**config.mk**
```make
export PLATFORM = sky130hd
export DESIGN_NAME = vram_arbiter_flat
export DESIGN_NICKNAME = d
export VERILOG_FILES = /design/src/rtl/vram_arbiter_pkg.sv /design/src/rtl/vram_arbiter_if.sv /design/src/rtl/vram_arbiter_wait_counter.sv /design/src/rtl/vram_arbiter.sv /design/src/flat_wrapper.sv
export SDC_FILE = /design/constraint.sdc
export NUM_CORES = 1
export LEC_CHECK = 0
export CAP_MARGIN = 10
export CORE_AREA = 2 2 401 403
export CTS_BUF_LIST = sky130_fd_sc_hd__clkbuf_2 sky130_fd_sc_hd__clkbuf_4 sky130_fd_sc_hd__clkbuf_8
export CTS_CLUSTER_SIZE = 20
export DETAILED_ROUTE_END_ITERATION = 12
export DIE_AREA = 0 0 403 405
export PLACE_DENSITY = 0.3
export SETUP_SLACK_MARGIN = 0.4
export SKIP_LAST_GASP = 1
export SLEW_MARGIN = 15
export SYNTH_ARGS = -nofsm -noshare
export SYNTH_HDL_FRONTEND = slang
export SYNTH_HIERARCHICAL = 1
export SYNTH_SLANG_ARGS = --single-unit
```
**constraint.sdc**
```tcl
create_clock -name clk -period 2.6 [get_ports clk]
set_input_delay 0.52 -clock clk [delete_from_list [all_inputs] [get_ports clk]]
set_output_delay 0.52 -clock clk [all_outputs]
set_load 0.01 [all_outputs]
```
**src/rtl/vram_arbiter_pkg.sv**
```systemverilog
// asip_arb_pkg: shared types and default sizes for the VRAM arbiter.
//   arb_state_e : arbiter FSM states
//   grant_e     : which requester owns the RAM (also the last_grant record)
`timescale 1ns/1ps
package asip_arb_pkg;
  localparam int V_DEF            = 192;
  localparam int ADDR_W_DEF       = 16;
  localparam int CPU_MAX_WAIT_DEF = 8;

  typedef enum logic [1:0] {IDLE, CPU_ACC, VGA_ACC} arb_state_e;
  typedef enum logic {GRANT_CPU, GRANT_VGA} grant_e;
endpackage

```
**src/rtl/vram_arbiter_if.sv**
```systemverilog
// vram_arbiter_if: bundles the CPU (MEM stage), VGA fetch and RAM macro
// signals around the arbiter.
//   slave  : arbiter view (requests/mem_rdata in, acks/rdata/mem_* out)
//   master : requester + RAM view (the opposite directions)
`timescale 1ns/1ps
interface vram_arbiter_if
  import asip_arb_pkg::*;
#(
  parameter int V      = V_DEF,
  parameter int ADDR_W = ADDR_W_DEF
);
  logic              cpu_req;
  logic              cpu_we;
  logic [ADDR_W-1:0] cpu_addr;
  logic [V-1:0]      cpu_wdata;
  logic [V-1:0]      cpu_rdata;
  logic              cpu_ack;
  logic              cpu_stall;
  logic              vga_req;
  logic              vga_urgent;
  logic [ADDR_W-1:0] vga_addr;
  logic [V-1:0]      vga_rdata;
  logic              vga_ack;
  logic              mem_en;
  logic              mem_we;
  logic [ADDR_W-1:0] mem_addr;
  logic [V-1:0]      mem_wdata;
  logic [V-1:0]      mem_rdata;

  modport slave (
    input  cpu_req, cpu_we, cpu_addr, cpu_wdata,
    output cpu_rdata, cpu_ack, cpu_stall,
    input  vga_req, vga_urgent, vga_addr,
    output vga_rdata, vga_ack,
    output mem_en, mem_we, mem_addr, mem_wdata,
    input  mem_rdata
  );

  modport master (
    output cpu_req, cpu_we, cpu_addr, cpu_wdata,
    input  cpu_rdata, cpu_ack, cpu_stall,
    output vga_req, vga_urgent, vga_addr,
    input  vga_rdata, vga_ack,
    input  mem_en, mem_we, mem_addr, mem_wdata,
    output mem_rdata
  );
endinterface

```
**src/rtl/vram_arbiter_wait_counter.sv**
```systemverilog
// arb_wait_counter: saturating count of IDLE cycles the CPU lost arbitration.
//   clk, rst : clock, async active-low reset
//   inc      : count one lost cycle (holds once saturated)
//   clr      : return to zero (wins over inc)
//   sat      : count has reached MAX
`timescale 1ns/1ps
module arb_wait_counter #(
  parameter int MAX = 8
) (
  input  logic clk,
  input  logic rst,
  input  logic inc,
  input  logic clr,
  output logic sat
);
  localparam int W = $clog2(MAX + 1);

  logic [W-1:0] cnt_q;

  always_ff @(posedge clk or negedge rst) begin
    if (!rst)
      cnt_q <= '0;
    else if (clr)
      cnt_q <= '0;
    else if (inc && !sat)
      cnt_q <= cnt_q + 1'b1;
  end

  assign sat = (cnt_q == W'(MAX));
endmodule

```
**src/rtl/vram_arbiter.sv**
```systemverilog
// vram_arbiter: shares the single-port data RAM between the CPU MEM stage
// and the VGA scanout fetcher, one access per two cycles.
//   clk, rst : system clock, async active-low reset
//   bus      : vram_arbiter_if.slave (CPU, VGA and RAM signals)
//
// state   | meaning
// IDLE    | arbitrate; winner's request is issued to the RAM this cycle
// CPU_ACC | RAM data for the CPU is valid; cpu_ack pulses
// VGA_ACC | RAM data for the VGA is valid; vga_ack pulses
`timescale 1ns/1ps
module vram_arbiter
  import asip_arb_pkg::*;
#(
  parameter int CPU_MAX_WAIT = CPU_MAX_WAIT_DEF
) (
  input  logic        clk,
  input  logic        rst,
  vram_arbiter_if.slave bus
);
  arb_state_e state_q, state_d;
  grant_e     last_grant_q, last_grant_d;
  logic       grant_cpu, grant_vga;
  logic       wait_sat;

  always_ff @(posedge clk or negedge rst) begin
    if (!rst) begin
      state_q      <= IDLE;
      last_grant_q <= GRANT_VGA;
    end else begin
      state_q      <= state_d;
      last_grant_q <= last_grant_d;
    end
  end

  always_comb begin
    grant_cpu = 1'b0;
    grant_vga = 1'b0;
    if (state_q == IDLE) begin
      if (bus.cpu_req && !bus.vga_req)
        grant_cpu = 1'b1;
      else if (!bus.cpu_req && bus.vga_req)
        grant_vga = 1'b1;
      else if (bus.cpu_req && bus.vga_req) begin
        if (wait_sat)
          grant_cpu = 1'b1;
        else if (bus.vga_urgent)
          grant_vga = 1'b1;
        else if (last_grant_q == GRANT_VGA)
          grant_cpu = 1'b1;
        else
          grant_vga = 1'b1;
      end
    end
  end

  always_comb begin
    state_d       = state_q;
    last_grant_d  = last_grant_q;
    bus.mem_en    = 1'b0;
    bus.mem_we    = 1'b0;
    bus.mem_addr  = '0;
    bus.mem_wdata = '0;
    bus.cpu_ack   = 1'b0;
    bus.vga_ack   = 1'b0;
    bus.cpu_rdata = '0;
    bus.vga_rdata = '0;
    case (state_q)
      IDLE: begin
        if (grant_cpu) begin
          bus.mem_en    = 1'b1;
          bus.mem_we    = bus.cpu_we;
          bus.mem_addr  = bus.cpu_addr;
          bus.mem_wdata = bus.cpu_wdata;
          state_d       = CPU_ACC;
          last_grant_d  = GRANT_CPU;
        end else if (grant_vga) begin
          bus.mem_en    = 1'b1;
          bus.mem_addr  = bus.vga_addr;
          state_d       = VGA_ACC;
          last_grant_d  = GRANT_VGA;
        end
      end
      CPU_ACC: begin
        bus.cpu_ack = 1'b1;
        // cpu_we is still held here, so a write ack returns zero data.
        if (!bus.cpu_we)
          bus.cpu_rdata = bus.mem_rdata;
        state_d = IDLE;
      end
      VGA_ACC: begin
        bus.vga_ack   = 1'b1;
        bus.vga_rdata = bus.mem_rdata;
        state_d       = IDLE;
      end
      default: state_d = IDLE;
    endcase
    // IDLE issue is combinational from the requests; keep the RAM quiet
    // while reset is held even if requests are already up.
    if (!rst) begin
      bus.mem_en    = 1'b0;
      bus.mem_we    = 1'b0;
      bus.mem_addr  = '0;
      bus.mem_wdata = '0;
    end
  end

  assign bus.cpu_stall = bus.cpu_req & ~bus.cpu_ack;

  arb_wait_counter #(.MAX(CPU_MAX_WAIT)) u_wait (
    .clk (clk),
    .rst (rst),
    .inc (grant_vga & bus.cpu_req),
    .clr (grant_cpu | ~bus.cpu_req),
    .sat (wait_sat)
  );
endmodule
```
**src/flat_wrapper.sv**
```systemverilog
// flat-port wrapper written by rule: the top's interface ports become plain ports
module vram_arbiter_flat import asip_arb_pkg::*;
#(
  parameter int CPU_MAX_WAIT = CPU_MAX_WAIT_DEF
)
  (clk, rst, bus_cpu_req, bus_cpu_we, bus_cpu_addr, bus_cpu_wdata, bus_cpu_rdata, bus_cpu_ack, bus_cpu_stall, bus_vga_req, bus_vga_urgent, bus_vga_addr, bus_vga_rdata, bus_vga_ack, bus_mem_en, bus_mem_we, bus_mem_addr, bus_mem_wdata, bus_mem_rdata);
  vram_arbiter_if bus_i ();
  input  logic clk;
  input  logic rst;
  input wire logic [$bits(bus_i.cpu_req)-1:0] bus_cpu_req;
  input wire logic [$bits(bus_i.cpu_we)-1:0] bus_cpu_we;
  input wire logic [$bits(bus_i.cpu_addr)-1:0] bus_cpu_addr;
  input wire logic [$bits(bus_i.cpu_wdata)-1:0] bus_cpu_wdata;
  output wire logic [$bits(bus_i.cpu_rdata)-1:0] bus_cpu_rdata;
  output wire logic [$bits(bus_i.cpu_ack)-1:0] bus_cpu_ack;
  output wire logic [$bits(bus_i.cpu_stall)-1:0] bus_cpu_stall;
  input wire logic [$bits(bus_i.vga_req)-1:0] bus_vga_req;
  input wire logic [$bits(bus_i.vga_urgent)-1:0] bus_vga_urgent;
  input wire logic [$bits(bus_i.vga_addr)-1:0] bus_vga_addr;
  output wire logic [$bits(bus_i.vga_rdata)-1:0] bus_vga_rdata;
  output wire logic [$bits(bus_i.vga_ack)-1:0] bus_vga_ack;
  output wire logic [$bits(bus_i.mem_en)-1:0] bus_mem_en;
  output wire logic [$bits(bus_i.mem_we)-1:0] bus_mem_we;
  output wire logic [$bits(bus_i.mem_addr)-1:0] bus_mem_addr;
  output wire logic [$bits(bus_i.mem_wdata)-1:0] bus_mem_wdata;
  input wire logic [$bits(bus_i.mem_rdata)-1:0] bus_mem_rdata;
  assign bus_i.cpu_req = bus_cpu_req;
  assign bus_i.cpu_we = bus_cpu_we;
  assign bus_i.cpu_addr = bus_cpu_addr;
  assign bus_i.cpu_wdata = bus_cpu_wdata;
  assign bus_cpu_rdata = bus_i.cpu_rdata;
  assign bus_cpu_ack = bus_i.cpu_ack;
  assign bus_cpu_stall = bus_i.cpu_stall;
  assign bus_i.vga_req = bus_vga_req;
  assign bus_i.vga_urgent = bus_vga_urgent;
  assign bus_i.vga_addr = bus_vga_addr;
  assign bus_vga_rdata = bus_i.vga_rdata;
  assign bus_vga_ack = bus_i.vga_ack;
  assign bus_mem_en = bus_i.mem_en;
  assign bus_mem_we = bus_i.mem_we;
  assign bus_mem_addr = bus_i.mem_addr;
  assign bus_mem_wdata = bus_i.mem_wdata;
  assign bus_i.mem_rdata = bus_mem_rdata;
  vram_arbiter #(.CPU_MAX_WAIT(CPU_MAX_WAIT)) u_core (.clk(clk), .rst(rst), .bus(bus_i));
endmodule
```
==> flow_metrics.tcl <==
set metrics [dict create \
    cts_buffer_depth 2 \
    p_seq_share_pct 2.1 \
    comb_power_share_pct 95.2 \
    dieHeight_um 405 \
    synth_seq_cells 7 \
    netlist_instances 706 \
    ys.flop_type "dfrtp_1" \
    skew_ns 0.00350 \
    synth_seq_area_share_pct 3.87 \
    p_sw_mw 2.41 \
    cts_tree "done" \
    grt_max_degree 36 \
    synth_area_leaders "and2_1 (79%), clkbuf_1 (3.5%), o221a_2 (3.5%), dfrtp_1 (3.3%), clkbuf_2 (1.9%)" \
    reg2reg_from "u_core/u_wait/cnt_q[0]" \
    grt_usage_pct 14.1 \
    swShare_pct 38.1 \
    powerDensity_mw_per_mm2 245 \
    wl_per_cell_um 30.3 \
    cts_root_buffer "clkbuf_8" \
    start_util_pct 2.86 \
    gr-total-overflow 0 \
    ant_nets 0 \
    die_w_um 403 \
    final_cells 4124 \
    die_area_mm2 0.163 \
    status "complete, but fails checks" \
    drt-initial-drc-count 377 \
    grt_pass1_vias 10400 \
    rows 147 \
    ys_types 31 \
    final_area_mm2 0.0258 \
    hold_viol_final 0 \
    ir_drop_mv 0.109 \
    tightest_slew_ns 0.440 \
    pin_count 1019 \
    rsz0062_at_grt "true" \
    antenna_found_initial 84 \
    syn_to_final_growth_pct 465 \
    clkTransAtPathRegs_ns 0.04 \
    worst_setup_path_start_kind "flip-flop" \
    io_buffers 1018 \
    cts_buffers 3 \
    final_layout_size_suffix_gt1_share_pct 74.6 \
    place_area_mm2 0.0197 \
    syn_area_mm2 0.00456 \
    fin_ws_ns -0.468 \
    slew_violations 0 \
    vias 10700 \
    cp_max_fo 5 \
    place_inst 3823 \
    synthDominantAreaCellType "and2_1" \
    cp.required_ns 2.08 \
    dr.pass1.iters 5 \
    fmax_ghz 0.326 \
    setup_viol 303 \
    synthArstFlopShare_pct 100 \
    syn_avg_cell_area_um2 6.46 \
    fin_tns_setup_ns -80.40 \
    yosysWarnings 6 \
    arrival_ns 2.55 \
    worstSkewPairLatency_ns 0.23 \
    leakagePower_nw 11.1 \
    viasPerCell 2.60 \
    internal_power_mw 3.90 \
    violations "negative setup slack" \
    synth_edf_count 0 \
    startpoint "u_core/u_wait/cnt_q[0]" \
    routed_wl_mm 125 \
    syn-num-nets 1130 \
    fin_crit_ns 3.07 \
    fin_crit_sh_pct 118 \
    hpwlAfterDp_mm 105 \
    core_area_mm2 0.159 \
    netlist.area_leader.share_pct 79.2 \
    nNetsFinal 2454 \
    drc 0 \
    crit_type "reg2out" \
    cts_sinks 7 \
    grt_pass1_wl_mm 143 \
    place_congestion 0.831 \
    hp-class "in2async" \
    worst_hold_slack_ns 0.202 \
    fin_util_pct 16.2 \
    crit_path_end_kind "output port" \
    h-tree-depth 1 \
    power.clock.fraction_pct 2.6 \
    cap_violations 0 \
    slew-limit-headroom_pct 70.6 \
]
[final cells by class]
class / instances / area, um2
fillers: 17900 / 134000
well taps: 2086 / 2610
diodes: 9 / 22.5
clock buffers: 4 / 48.8
flip-flops and latches: 7 / 176
inverters: 3 / 11.3
repair buffers: 1385 / 17300
multi-input cells: 630 / 5550
[kinds of logic after synthesis]
group / Yosys count / share of synthesized area [%]
DFF: 7 / 3.87
buffers and inverters: 69 / 6.72
adders and majority gates: 2 / 0.549
and+or+nand+nor: 602 / 82.3
AOI/OAI and AO/OA: 23 / 5.76
xor gates and xnor gates: 1 / 0.192
muxes: 2 / 0.549
[metal layers]
layer  GRT usage (%)  vias up  wire, um
met5               0        -       392
met4           0.828       50      1090
met3            5.22      114     11200
met2            25.2      616     62700
met1            16.6     5107     49800
li1                -     4818         -
[what timing repair did]
| item | CTS | global route |
|---|---|---|
| setup buffers | 135 | 92 |
| pin swaps | 33 | 93 |
| cloned | 35 | 26 |
| resized for setup | 1496 | 1133 |
| setup endpoints to repair | 594 | 595 |
| hold buffers | 0 | 0 |
[metrics by stage]
stage	power (mW)	setup slack (ns)
2_1_floorplan	1.17	0.203
3_3_place_gp	4.21	-0.704
3_5_place_dp	4.18	-0.710
4_1_cts	5.28	-0.636
5_1_grt	6.59	-0.592
6_report	6.31	-0.468
[path summary, 6_finish.rpt]
check / endpoint / slack (ns) / cells past startpoint
worst max-delay path: bus_mem_wdata[158] / -0.47 / 16
worst min-delay path: u_core/u_wait/cnt_q[2] / 0.20 / 2
worst max register to register: u_core/u_wait/cnt_q[0] / -0.13 / 15
worst min register to register: u_core/last_grant_q / 0.56 / 2
max in group asynchronous: u_core/last_grant_q / 2.18 / 2
min in group clk: u_core/last_grant_q / 0.56 / 2
[synth_stat cells, drive strengths merged, types with 2 or more instances]
library cell / n
nor2: 9
clkbuf: 60
a21oi: 2
buf: 6
o221a: 16
ha: 2
inv: 3
nand2b: 4
nor2b: 3
nand2: 3
dfrtp: 6
and2: 577
and2b: 2
or3b: 2
[worst max-delay path, stage by stage, from the launching register on]
cell and delay (ns):
dfrtp_1 0.38, inv_2 0.08, ha_4 0.14, nand2_4 0.05
nor2_4 0.08, and2b_4 0.21, a211oi_4 0.27, buf_12 0.17
buf_16 0.14, buf_8 0.12, buf_16 0.10, buf_6 0.08
buf_6 0.10, buf_12 0.10, buf_6 0.08, and2_4 0.12
buf_6 0.09
[layout by cell type, fill, tap and decap left out, drive strengths merged, types with 4 or more instances in the layout]
cell,count
clkbuf,62
diode,9
nand2b,4
o221a,16
nor2,9
buf,905
and2,577
clkdlybuf4s50,417
dfrtp,6
[registers in the layout, summed over array words and instances (netlist names)]
| register | cells |
|---|---|
| u_core/last_grant_q | 1 |
| u_core/u_wait/cnt_q | 4 |
| u_core/state_q | 2 |
[power by group through the flow]
stage	sequential (mW)	clock, mW	combinational, mW
after global routing	0.134	0.189	6.26
after global placement	0.130	0	4.08
after CTS	0.132	0.174	4.98
after floorplan	0.133	0	1.04
after detailed placement	0.130	0	4.05
final	0.133	0.167	6.01
(Power assumes the default switching activity.)
